**config.mk**
```make
export PLATFORM = sky130hd
export DESIGN_NAME = mul32x32_seq_ctrl
export DESIGN_NICKNAME = d
export VERILOG_FILES = /design/src/rtl/mul32x32_seq_ctrl.sv
export SDC_FILE = /design/constraint.sdc
export NUM_CORES = 1
export LEC_CHECK = 0
export CAP_MARGIN = 20
export CORE_MARGIN = 5
export CORE_UTILIZATION = 48
export CTS_BUF_LIST = sky130_fd_sc_hd__clkbuf_4
export DETAILED_ROUTE_END_ITERATION = 8
export MAX_ROUTING_LAYER = met4
export PLACE_DENSITY = 0.79
export SLEW_MARGIN = 20
export SYNTH_ARGS = -nofsm -noshare
export SYNTH_HDL_FRONTEND = slang
export SYNTH_SLANG_ARGS = --single-unit
```
**constraint.sdc**
```tcl
create_clock -name clk -period 3.9 [get_ports clk]
set_input_delay 0.39 -clock clk [delete_from_list [all_inputs] [get_ports clk]]
set_output_delay 0.39 -clock clk [all_outputs]
set_load 0.05 [all_outputs]
```
**src/rtl/mul32x32_seq_ctrl.sv**
```systemverilog
// Sequential 32x32 unsigned multiplier controller: feeds one byte of b per cycle to an
// external combinational 32x8 multiplier and shift-accumulates the 40-bit partial products.
module mul32x32_seq_ctrl #(
  parameter bit SKIP_ZERO_BYTES = 1'b1
) (
  input  logic        clk,
  input  logic        rst,
  input  logic        in_valid,
  output logic        in_ready,
  input  logic [31:0] a,
  input  logic [31:0] b,
  output logic [31:0] mul_a,
  output logic [7:0]  mul_b,
  input  logic [39:0] mul_y,
  output logic        out_valid,
  input  logic        out_ready,
  output logic [63:0] product,
  output logic        busy
);

  typedef enum logic [1:0] {StIdle, StRun, StDone} state_e;

  state_e      state_q, state_d;
  logic [1:0]  idx_q, idx_d;
  logic [63:0] acc_q, acc_d;
  logic [31:0] a_q, a_d;
  logic [31:0] b_q, b_d;
  logic        upper_zero;

  // All bytes of b above the one currently in flight are zero.
  always_comb begin
    upper_zero = 1'b0;
    unique case (idx_q)
      2'd0:    upper_zero = (b_q[31:8] == 24'd0);
      2'd1:    upper_zero = (b_q[31:16] == 16'd0);
      2'd2:    upper_zero = (b_q[31:24] == 8'd0);
      default: upper_zero = 1'b1;
    endcase
  end

  always_comb begin
    state_d   = state_q;
    idx_d     = idx_q;
    acc_d     = acc_q;
    a_d       = a_q;
    b_d       = b_q;
    in_ready  = 1'b0;
    out_valid = 1'b0;
    busy      = 1'b0;
    mul_a     = 32'd0;
    mul_b     = 8'd0;
    unique case (state_q)
      StIdle: begin
        in_ready = 1'b1;
        if (in_valid) begin
          a_d     = a;
          b_d     = b;
          acc_d   = 64'd0;
          idx_d   = 2'd0;
          state_d = StRun;
        end
      end
      StRun: begin
        busy  = 1'b1;
        mul_a = a_q;
        mul_b = b_q[{idx_q, 3'b000} +: 8];
        acc_d = acc_q + (64'(mul_y) << {idx_q, 3'b000});
        if (idx_q == 2'd3 || (SKIP_ZERO_BYTES && upper_zero)) begin
          state_d = StDone;
        end else begin
          idx_d = idx_q + 2'd1;
        end
      end
      StDone: begin
        busy      = 1'b1;
        out_valid = 1'b1;
        if (out_ready) begin
          state_d = StIdle;
        end
      end
      default: state_d = StIdle;
    endcase
  end

  assign product = acc_q;

  always_ff @(posedge clk) begin
    if (rst) begin
      state_q <= StIdle;
      idx_q   <= 2'd0;
      acc_q   <= 64'd0;
      a_q     <= 32'd0;
      b_q     <= 32'd0;
    end else begin
      state_q <= state_d;
      idx_q   <= idx_d;
      acc_q   <= acc_d;
      a_q     <= a_d;
      b_q     <= b_d;
    end
  end

endmodule

```
# After elaboration in Yosys (flattened, before gate mapping)
# Index checks and enable logic that the tools add are counted.
# W data, S select, Z words.
[totals]
in_bits = 108
ff_bits = 132
elab_cells = 45
[classes]
eq_ne = 9
reduce_logical = 12
shift = 2
n_addsub = 2
muxes = 15
[ops]
columns = ["cell", "count"]
rows = [
  ["$pmux W64 S2", 1],
  ["$add A64 B64 Y64", 1],
  ["$mux W64", 1],
  ["$shl A40 B5 Y64", 1],
  ["$mux W32", 1],
  ["$shiftx A32 B6 Y8", 1],
  ["$logic_not A24 Y1", 1],
  ["$logic_not A16 Y1", 1],
  ["$mux W2", 5],
  ["$logic_not A8 Y1", 1],
  ["$mux W8", 1],
  ["$ne A2 B2 Y1 const B", 4],
  ["$eq A2 B2 Y1 const B", 3],
  ["$pmux W2 S3", 1],
  ["$reduce_and A3 Y1", 2],
  ["$eq A2 B1 Y1 const B", 2],
  ["$logic_not A2 Y1", 2],
  ["$pmux W2 S2", 1],
  ["$reduce_and A2 Y1", 2],
  ["$mux W1", 3],
  ["$pmux W1 S3", 1],
  ["$add A2 B1 Y2 const B", 1],
  ["$reduce_bool A2 Y1", 1],
  ["$reduce_or A2 Y1", 1],
  ["$logic_or A1 B1 Y1", 1],
]

# Depth between registers and ports, before layout
[logic_depth]
ltp_word = 5
mapped_depth = 18
depth_no_buf = 15

# Least setup slack after synthesis
# OpenSTA, ideal clock, no wires.
[synth_timing]
path_kind = "register -> register"
startpoint = "reg idx_q[0]"
endpoint = "reg acc_q[56], in the netlist product[56]"
setup_ps = 129
slack_ps = -315
stages_incl_launch_ff = 19
t_arrival_ps = 4087
synth_period_minus_slack_ps = 4215
required_ps = 3771
path_buffers = 5
path_cell_list = "dfxtp_1 -> clkbuf_1 -> buf_1 -> clkbuf_1 -> buf_1 -> nor2_1 -> a21oi_1 -> ha_1 -> clkbuf_1 -> or2_2 -> a21oi_1 -> o21bai_1 -> o21ai_1 -> a221oi_1 -> o21ai_0 -> a31o_2 -> a31oi_1 -> xor2_1 -> o21ai_0"
[synth_via]
elab_chain_cells = 3
[synth_rtl]
columns = ["item", "line", "rtl"]
rows = [
  ["start: declaration", "24", "logic [1:0] idx_q, idx_d;"],
  ["start signal: assignment", "96", "idx_q <= idx_d;"],
  ["$shl A40 B5 Y64", "67", "acc_d = acc_q + (64'(mul_y) << {idx_q, 3'b000});"],
  ["$add A64 B64 Y64", "67", ""],
  ["$pmux W64 S2", "52", "unique case (state_q)"],
  ["end signal: assignment", "91", "acc_q <= 64'd0;"],
  ["end signal: assignment", "97", "acc_q <= acc_d;"],
  ["end: declaration", "25", "logic [63:0] acc_q, acc_d;"],
]
# No other way between the ends.
# A chain may end at the register's enable or synchronous reset.

# Worst setup path after layout
[layout_timing]
startpoint = "reg idx_q[1]"
endpoint = "reg acc_q[63], in the netlist product[63]"
# The elaborated chain is that of the path after synthesis.

==> impl_metrics.py <==
metrics = {
    "cells_and_area": {
        "seq_area_mm2": 0.00265,
        "area_growth_pct": 34.9,
        "diodes": 0,
        "multi_input_area_mm2": 0.00679,
        "num-nets-final": 1766,
        "fill_cells": 1822,
        "post-route-util_pct": 65.8,
        "drive_above_1_share_pct": 13.3,
        "stdcell_area_mm2": 0.0133,
    },
    "synthesis": {
        "synthSimpleGateAreaFrac_pct": 22.6,
        "synth_compound_area_share_pct": 24.2,
        "synthAdderAreaFrac_pct": 9.07,
        "synth-edff-count": 0,
        "synth_top_family_by_area": "compound AO/OA/AOI/OAI gates",
        "synth.net_count": 1495,
        "ys_top_cells_by_count": "nand2_1, a21oi_1, dfxtp_1",
        "yosys-top-cells-area": "dfxtp_1, ha_1, nand2_1",
        "synthFlopType": "dfxtp_1",
        "synth_seq_cells": 132,
        "post-synth-top-area-cell": "dfxtp_1",
        "netlist_area_mm2": 0.00987,
        "synthCells": 1316,
        "synth_seq_area_share_pct": 26.8,
        "ys_types": 71,
        "muxShareOfSynthArea_pct": 7.21,
        "syn-mean-instance-area_um2": 7.50,
        "async_reset_ff_share_pct": 0,
        "synth_most_common_cell": "nand2_1",
        "synthXorXnorAreaFrac_pct": 5.06,
        "yosys_warnings": 0,
        "synth_top_area_share_pct": 26.8,
    },
    "clock_tree": {
        "clockBufferDepth": 2,
        "clockRootBuffer": "clkbuf_4",
        "cts_made_buffers": 17,
        "tritoncts": "done",
        "clkLatencyLatePin_ns": 0.58,
        "cts.sinks": 132,
        "clkSlewWorstSetupHoldPaths_ns": 0.16,
        "cts_max_level": 4,
    },
    "grt": {
        "antenna_found_initial": 0,
        "grt_remaining_overflow": 0,
        "grt_max_degree": 65,
        "grt_pass1_vias": 10300,
        "grt_pass1_wl_um": 56700,
        "grt_util_all_layers_pct": 30.6,
    },
    "route": {
        "routed_via_density": 5.73,
        "drc": 0,
        "first_pass_iters": 5,
        "wirelength_um": 36300,
        "drtAntennaViolNets": 0,
        "routedWlPerCell_um": 19.4,
        "drt-initial-drc-count": 729,
        "vias": 10700,
    },
    "floorplan": {
        "io_pins": 215,
        "fp.dieW_um": 153,
        "dieArea_mm2": 0.0235,
        "die_h_um": 153,
        "design.core.area_mm2": 0.0202,
        "rows": 52,
        "start_util_pct": 48.8,
    },
    "power_and_ir_drop": {
        "power.density_mw_per_mm2": 402,
        "ir_worst_vdd_mv": 0.213,
        "leakagePower_nw": 5.50,
    },
    "setup_path": {
        "crit_required_ns": 4.39,
        "end_kind": "flip-flop",
        "critPathArrivalTime_ns": 4.21,
        "cp-start-kind": "flip-flop",
        "path_class": "reg2reg",
        "crit_fanout": 15,
    },
    "sta": {
        "max_slew.worst_pin.slew_ns": 0.747,
        "period_minus_slack_ns": 3.72,
        "finalHoldViolations": 0,
        "maxSlewHeadroom_pct": 50.2,
        "fin_crit_sh_pct": 95.5,
        "setup_slack_ns": 0.177,
        "setup_violations": 0,
        "fmax_mhz": 269,
        "clock_skew_ns": 0.0269,
        "hold_ws_ns": 0.235,
        "slew_viol_final": 0,
    },
    "place": {
        "portBuffers": 214,
        "dp_hpwl_um": 29000,
        "place_ws_ns": -0.340,
        "routabilityCongestion": 0.997,
        "place_area_mm2": 0.0129,
    },
    "worst_hold_path": {
        "hold_path.class": "in2reg",
    },
    "run": {
        "cap_violations": 0,
    },
    "outcome": {
        "status": "finished clean",
    },
}
-- cell usage in the layout (no fill, tap or decap), types with 6 or more instances in the layout --
cell type        count
a21boi_0             8
a21o_1              32
a21oi_1            144
a22o_1              13
a22oi_1             26
a31oi_1              8
and2_1              53
and3_1              10
buf_4              125
clkbuf_4            17
clkdlybuf4s50_1    213
dfxtp_1            130
ha_1                70
inv_1               24
mux2_2               9
mux2i_1             42
mux4_2               8
nand2_1            225
nand2b_1             9
nand3_1             21
nand4_1             22
nor2_1             109
nor2b_1              6
nor3_1              15
nor4_1               6
o21a_1              13
o21ai_0             75
o21ai_1              6
o21bai_1            12
xnor2_1             32
xor2_1              25
-- stage by stage --
stage,instances,setup TNS [ns],power (mW)
global placement,1835,-1.33,4.31
global route,1870,-0.00365,5.67
floorplan,1316,0,3.32
finish,1870,0,5.35
detailed placement,1835,-1.75,4.33
CTS,1867,0,5.35
-- routing by layer --
metal | track usage (%) | vias up | wire length [um] | part of all wire, %
li1 | - | 5197 | - | -
met3 | 4.64 | 74 | 2510 | 6.9
met2 | 48.1 | 475 | 16400 | 45
met1 | 40.9 | 4975 | 16300 | 45
met5 | - | - | 0 | 0
met4 | 9.46 | 0 | 1090 | 3.0
-- final cells by class --
| cell class | count | area share, % |
|---|---|---|
| timing repair buffer | 343 | 23.7 |
| inverter | 25 | 0.704 |
| clock buffer | 17 | 0.958 |
| tap | 270 | 2.54 |
| multi-input combinational | 1068 | 51.0 |
| clock inverter | 15 | 1.24 |
| sequential | 132 | 19.9 |
-- report_power, final --
group	internal, mW	switching [mW]	total [mW]
registers	1.49	0.124	1.61
clock network	0.349	0.664	1.01
logic	1.12	1.61	2.73
-- cell families after synthesis --
logic type,Yosys count
XOR/XNOR,57
AND/OR/NAND/NOR,497
adder cells (fa/ha/maj),71
buffers and inverters,116
flip-flops,132
AO/OA/AOI/OAI,383
multiplexers,60
-- state kept, by name, summed over array words and instances (netlist names) --
register and count:
product 64, a_q 32, idx_q 2, state_q 2, b_q 32
-- critical path, cell delays in order (launching register included) --
cell	delay (ns)
dfxtp_4	0.46
buf_12	0.18
mux2i_2	0.23
o21ai_0	0.14
buf_4	0.17
ha_1	0.29
buf_4	0.14
nand4_1	0.17
nor3_2	0.26
nand2_1	0.13
a31oi_4	0.23
o21ai_2	0.13
a2111o_1	0.45
a21boi_0	0.21
o22ai_1	0.14
mux2i_1	0.14
a21o_1	0.16
-- worst paths after layout --
check,start,to,slack (ns),cells past startpoint
hold / removal,rst,product[24]$_SDFFE_PP0P_,0.24,2
hold reg to reg,a_q[9]$_SDFFE_PP0P_,a_q[9]$_SDFFE_PP0P_,0.46,2
setup / recovery,idx_q[1]$_SDFFE_PP0P_,product[63]$_SDFFE_PP0P_,0.18,16
setup reg to reg,idx_q[1]$_SDFFE_PP0P_,product[63]$_SDFFE_PP0P_,0.18,16
-- what timing repair did --
item | CTS | global route
gates cloned | 0 | 0
pin swaps | 0 | 2
hold buffers | 0 | 0
setup endpoints to repair | 4 | 12
buffers inserted | 0 | 3
resized for setup | 3 | 9
Note: power is estimated with default switching activity, not from simulation.
